File: config.mk
export PLATFORM = sky130hd
export DESIGN_NAME = register_file
export DESIGN_NICKNAME = d
export VERILOG_FILES = /design/src/rtl/register_file.sv
export SDC_FILE = /design/constraint.sdc
export NUM_CORES = 2
export LEC_CHECK = 0
export BUFFER_PORTS_ARGS = -buffer_cell sky130_fd_sc_hd__buf_2
export CAP_MARGIN = 20
export CORE_MARGIN = 10
export CORE_UTILIZATION = 40
export CTS_BUF_LIST = sky130_fd_sc_hd__clkbuf_4
export DETAILED_ROUTE_END_ITERATION = 10
export SLEW_MARGIN = 30
export SYNTH_ARGS = -nofsm -noshare
export SYNTH_HDL_FRONTEND = slang
export SYNTH_SLANG_ARGS = --single-unit
File: constraint.sdc
create_clock -name clk -period 5.6 [get_ports clk]
set_input_delay 1.12 -clock clk [delete_from_list [all_inputs] [get_ports clk]]
set_output_delay 1.12 -clock clk [all_outputs]
set_load 0.02 [all_outputs]
File: src/rtl/register_file.sv
// register_file: 32 x 32-bit integer register file for the RISC-V core.
// Two combinational read ports with write-first bypass, one synchronous
// write port. Register x0 is hardwired to zero; writing it is the idle idiom.
module register_file #(
    parameter int DATA_WIDTH = 32,
    parameter int ADDR_WIDTH = 5,
    parameter int NUM_REGS   = 32   // must equal 2**ADDR_WIDTH
) (
    input  logic                  clk,
    input  logic                  rst,
    input  logic [ADDR_WIDTH-1:0] i_r_reg_num_1,
    input  logic [ADDR_WIDTH-1:0] i_r_reg_num_2,
    input  logic [ADDR_WIDTH-1:0] i_w_reg_num,
    input  logic [DATA_WIDTH-1:0] i_w_val,
    output logic [DATA_WIDTH-1:0] r_reg_1,
    output logic [DATA_WIDTH-1:0] r_reg_2
);

    // Entry 0 exists so every address indexes the array directly; it is
    // cleared by reset, never written, and masked on the read side anyway.
    logic [DATA_WIDTH-1:0] regs [0:NUM_REGS-1];

    logic [DATA_WIDTH-1:0] stored_1;
    logic [DATA_WIDTH-1:0] stored_2;

    // Read-side priority shared by both ports: reset, then x0, then the
    // in-flight write (bypass), then storage.
    function automatic logic [DATA_WIDTH-1:0] read_select(
        input logic                  rst_in,
        input logic [ADDR_WIDTH-1:0] num,
        input logic [ADDR_WIDTH-1:0] w_num,
        input logic [DATA_WIDTH-1:0] w_val,
        input logic [DATA_WIDTH-1:0] stored
    );
        logic [DATA_WIDTH-1:0] result;
        if (rst_in) begin
            result = '0;
        end else if (num == '0) begin
            result = '0;
        end else if (num == w_num) begin
            result = w_val;
        end else begin
            result = stored;
        end
        return result;
    endfunction

    // Storage update: reset clears everything and drops any presented
    // write; otherwise a nonzero write number stores the full-width value.
    always_ff @(posedge clk) begin
        if (rst) begin
            for (int i = 0; i < NUM_REGS; i++) begin
                regs[i] <= '0;
            end
        end else if (i_w_reg_num != '0) begin
            regs[i_w_reg_num] <= i_w_val;
        end
    end

    // Combinational read of both ports, each resolved independently.
    always_comb begin
        stored_1 = regs[i_r_reg_num_1];
        stored_2 = regs[i_r_reg_num_2];
        r_reg_1  = read_select(rst, i_r_reg_num_1, i_w_reg_num, i_w_val, stored_1);
        r_reg_2  = read_select(rst, i_r_reg_num_2, i_w_reg_num, i_w_val, stored_2);
    end

endmodule

-- Yosys cells after proc, flatten, opt, wreduce, memory -nomap -nowiden
Memories as Yosys holds them, arrays and structs flattened.
Index checks and enable logic that the tools add are counted.
W data, S select, Z words.
- equality and inequality tests: 2
- multiplexer cells: 14
- reduce and logical (&&, ||, !) cells: 4
- operator list (kind ; number):
    $mux W32 ; 7
    $reduce_or A32 Y1 ; 1
    $eq A5 B5 Y1 ; 2
    $logic_not A5 Y1 ; 2
    $mux W1 ; 6
    $mux W5 ; 1
    $reduce_bool A5 Y1 ; 1
- register bits: 0
- bits in writable memories: 1024
- input bits: 49
- output and inout bits: 64
- logic and storage cells: 21
- memories: 1
- memories (memory ; words ; width ; rd ports ; clocked after Yosys merged registers in ; wr ports ; RTL line ; RTL):
    regs ; 32 ; 32 ; 2 ; 0 ; 32 ; 21 ; logic [DATA_WIDTH-1:0] regs [0:NUM_REGS-1];

-- Longest topological paths before layout
- depth in word-level cells: 6
- depth in mapped cells: 9
- mapped depth without buffers: 5

-- Worst setup path after synthesis
No wires, ideal clock.
- path kind: input to output
- start point: input i_r_reg_num_2[0]
- end point: output r_reg_2[11]
- arrival time: 2.874 ns
- required time: 4.480 ns
- setup slack: 1.606 ns
- stages on the path: 8
- buffers on the path: 4
- cell sequence: buf_2 -> buf_6 -> buf_6 -> xor2_1 -> nor3_1 -> nand3_1 -> clkbuf_1 -> a211oi_1
- word-level cells in the longest chain between the ends: 4
- elaborated cells between the ends (all ways): 6
- classes of those cells: eq/ne (1); mux (3); reduce/logical (1); memory (1)
- ends and longest elaborated chain (item ; RTL line ; RTL):
    start, declared ; 12 ; input logic [ADDR_WIDTH-1:0] i_r_reg_num_2,
    $mem_v2 Z32 W32 or $eq A5 B5 Y1 (tied branches) ; n/a ;
    $mux W32 ; 40 ; end else if (num == w_num) begin
    $mux W32 * ; 38 ; end else if (num == '0) begin
    $mux W32 * ; 36 ; if (rst_in) begin
    end, declared ; 16 ; output logic [DATA_WIDTH-1:0] r_reg_2
Mark *: on every way between the ends. The rest lies on a longest branch, timed or not.

-- Final worst setup path
- start point: input i_r_reg_num_2[2]
- end point: output r_reg_2[0]
Same word-level chain as after synthesis.

==> flow_summary.yaml <==
synthesis:
  yosysSeqAreaShare_pct: 56.18
  synth-seq-cells: 1024
  synth_enable_flop_cells: 1024
  synth.distinct_cells: 47
  synth_cells: 3666
  async_flop_share_pct: 0
  synth_area_leader_cell: "edfxtp_1"
  synthTopCellsByArea: "edfxtp_1 56%, mux4_2 21%, and2_1 12%, clkbuf_1 1.9%, o22ai_1 0.99%"
  synth_area_per_cell_um2: 14.93
  netlist.area_leader.share_pct: 56.18
  ys.flop_type: "edfxtp_1"
  yosysWarnings: 0
  syn_area_mm2: 0.05473
global_routing:
  grt_pass1_wl_um: 281000
  grt_overflow: 0
  grt_use_total_pct: 26.06
  antenna_found_initial: 30
  grt_max_degree: 59
  grt_pass1_vias: 37069
placed_design:
  numPortBuffers: 112
  place_congestion: 0.8339
  dp_hpwl_um: 117800
  dp_slack_ps: 605.3
  dp_cells: 5368
min_path:
  holdPathStages: 1
  hp-class: "primary input to flip-flop"
  min_to: "regs[0][10]$_SDFFCE_PN0P_"
  holdCritStartpoint: "rst"
pwr:
  power_frac_comb_pct: 13.5
  p_seq_share_pct: 50.3
  p_switching_uw: 4902
  p_per_area_mw_per_mm2: 295.5
  power_leakage_uw: 0.02120
  switching_share_pct: 27.07
  internal_power_uw: 13200
  clock_power_share_pct: 36.2
  ir_drop_mv: 0.1663
clocking:
  numCtsBuffers: 296
  postCtsSetupBuffers: 0
  cts_resized: 0
  cts.clk_slew.worst_paths_ps: 60
  htreeDepth: 5
  cts_tree: "done"
  hold_buffers: 0
  cts-root-buf: "clkbuf_4"
  clock_path_buffers: 4
  cts.sinks: 1024
floorplanning:
  floorplan.rows: 135
  core-area_mm2: 0.1356
  pin_count: 113
  initial_core_util_pct: 40.35
  die_w_um: 389.9
  die_area_mm2: 0.1520
  die_h_um: 389.9
sta:
  fin_crit_ps: 4986
  worst_slew_pin_slew_ps: 1015
  slew_headroom_pct: 32.32
  finalMaxSlewViolations: 0
  whs_ps: 247.8
  rsz0062_at_grt: "false"
  setup_viol: 0
  max_freq_ghz: 0.2006
  tns_ps: 0
  final_hold_viol_count: 0
  setup_slack_ps: 614.3
  finalCritPeriodShare_pct: 89.03
critical_path:
  cp_data_required_time_ps: 4480
  worst_ep_arrival_time_ps: 3870
  crit_type: "primary input to output port"
  cp_common_cell: "buf_4"
  cp_slowest_cell: "a211oi_2"
  crit_chain: "buf_4 > xor2_1 > nor3_1 > nand3_4 > buf_12 > a211oi_2 > buf_4 > buf_2"
  worst_setup_path_end_kind: "output port"
  startpoint_type: "primary input"
  critPathMaxFanout: 25
  slowest_delay_ps: 550
route:
  wl_per_cell_um: 34.38
  vias: 37089
  drc: 0
  drt_iter0_markers: 5854
  routed_wl_um: 200700
  avgViaCountPerCell: 6.352
  drtPass1Iterations: 9
  antenna_left: 0
flow_run:
  cap_viol_max_count: 0
final_layout:
  drive_above_1_share_pct: 32.39
  instances_no_fill: 5839
  top_regs: "regs x1024"
  nets: 3934
  area_delta_synth_final_pct: 11.96
  largest_reg_flops: 1024
  layout_common_cells: "1,024 x edfxtp_1, 1,016 x and2_1, 511 x mux4_2"
  final_common_cell: "edfxtp_1"
  registers.top_by_ff_count: "regs"
status:
  status: "finished, final reports clean"
worst max-delay path by stage:
stage / startpoint / to / slack, ps / cells after the start
2_1_floorplan: i_r_reg_num_2[0] / r_reg_2[11] / 1610 / 8
3_3_place_gp: i_r_reg_num_2[2] / r_reg_2[0] / 190 / 8
3_5_place_dp: i_r_reg_num_2[2] / r_reg_2[0] / 610 / 8
4_1_cts: i_r_reg_num_2[2] / r_reg_2[0] / 590 / 8
5_1_grt: i_r_reg_num_2[2] / r_reg_2[0] / 470 / 8
6_report: i_r_reg_num_2[2] / r_reg_2[0] / 610 / 8
per-stage QoR:
step	util, %	cell area (um2)	total power, uW
finish	45.18	61280	18110
global route	45.17	61260	18720
CTS	45.15	61240	18150
detailed placement	42.74	57970	11660
global placement	42.74	57970	11630
floorplan	-	54850	10660
metal layers:
metal	up-vias	global-route usage, %	wire (um)
met5	-	0.3189	121
met4	10	9.707	6516
met3	409	8.472	26030
met2	2722	39.57	92450
met1	19280	34.81	75630
li1	14668	-	-
area by class of cell:
type                       instances  area, um2
timing repair buffer             295       2422
clock buffer                     413       3100
clock inverter                    44      166.4
fill                           11863      74360
multi-input combinational       2267      22570
antenna                           14      35.03
sequential                      1024      30750
tap                             1781       2228
inverter                           1      6.256
power groups by stage:
| stage | Clock, uW | Sequential (uW) | Combinational (uW) |
|---|---|---|---|
| floorplan | 0 | 9160 | 1500 |
| global placement | 0 | 9230 | 2400 |
| detailed placement | 0 | 9260 | 2410 |
| CTS | 6640 | 9090 | 2410 |
| global route | 7050 | 9140 | 2530 |
| finish | 6560 | 9110 | 2450 |
synth_stat cells, drive strengths merged, types with 3 or more instances:
cell type / n
a22oi: 67
and2: 1017
nor4: 23
o21ai: 10
or3: 3
nand3b: 4
nand2: 100
a21oi: 69
xnor2: 7
o22ai: 87
nor2b: 5
mux4: 511
edfxtp: 1024
buf: 121
mux2i: 27
nor2: 108
nor3: 4
or2: 34
a22o: 24
nand3: 12
a31oi: 8
xor2: 3
a211oi: 57
a32oi: 23
clkbuf: 284
nand2b: 6
a221oi: 6
worst max-delay path: cells and delay by family:
kind | cells | cell delay (ps)
simple gates | 2 | 860
buf+inv | 4 | 1150
compound gates | 1 | 550
xor+xnor | 1 | 130
logic make-up after synthesis:
group | count (synthesis) | share of synthesized area [%]
buffers and inverters | 406 | 3.386
AOI/OAI and AO/OA | 364 | 4.570
xor gates and xnor gates | 10 | 0.1600
and+or+nand+nor | 1322 | 14.15
DFF | 1024 | 56.18
other | 1 | 0.006852
muxes | 539 | 21.54
Power figures use the tool's default switching activity.
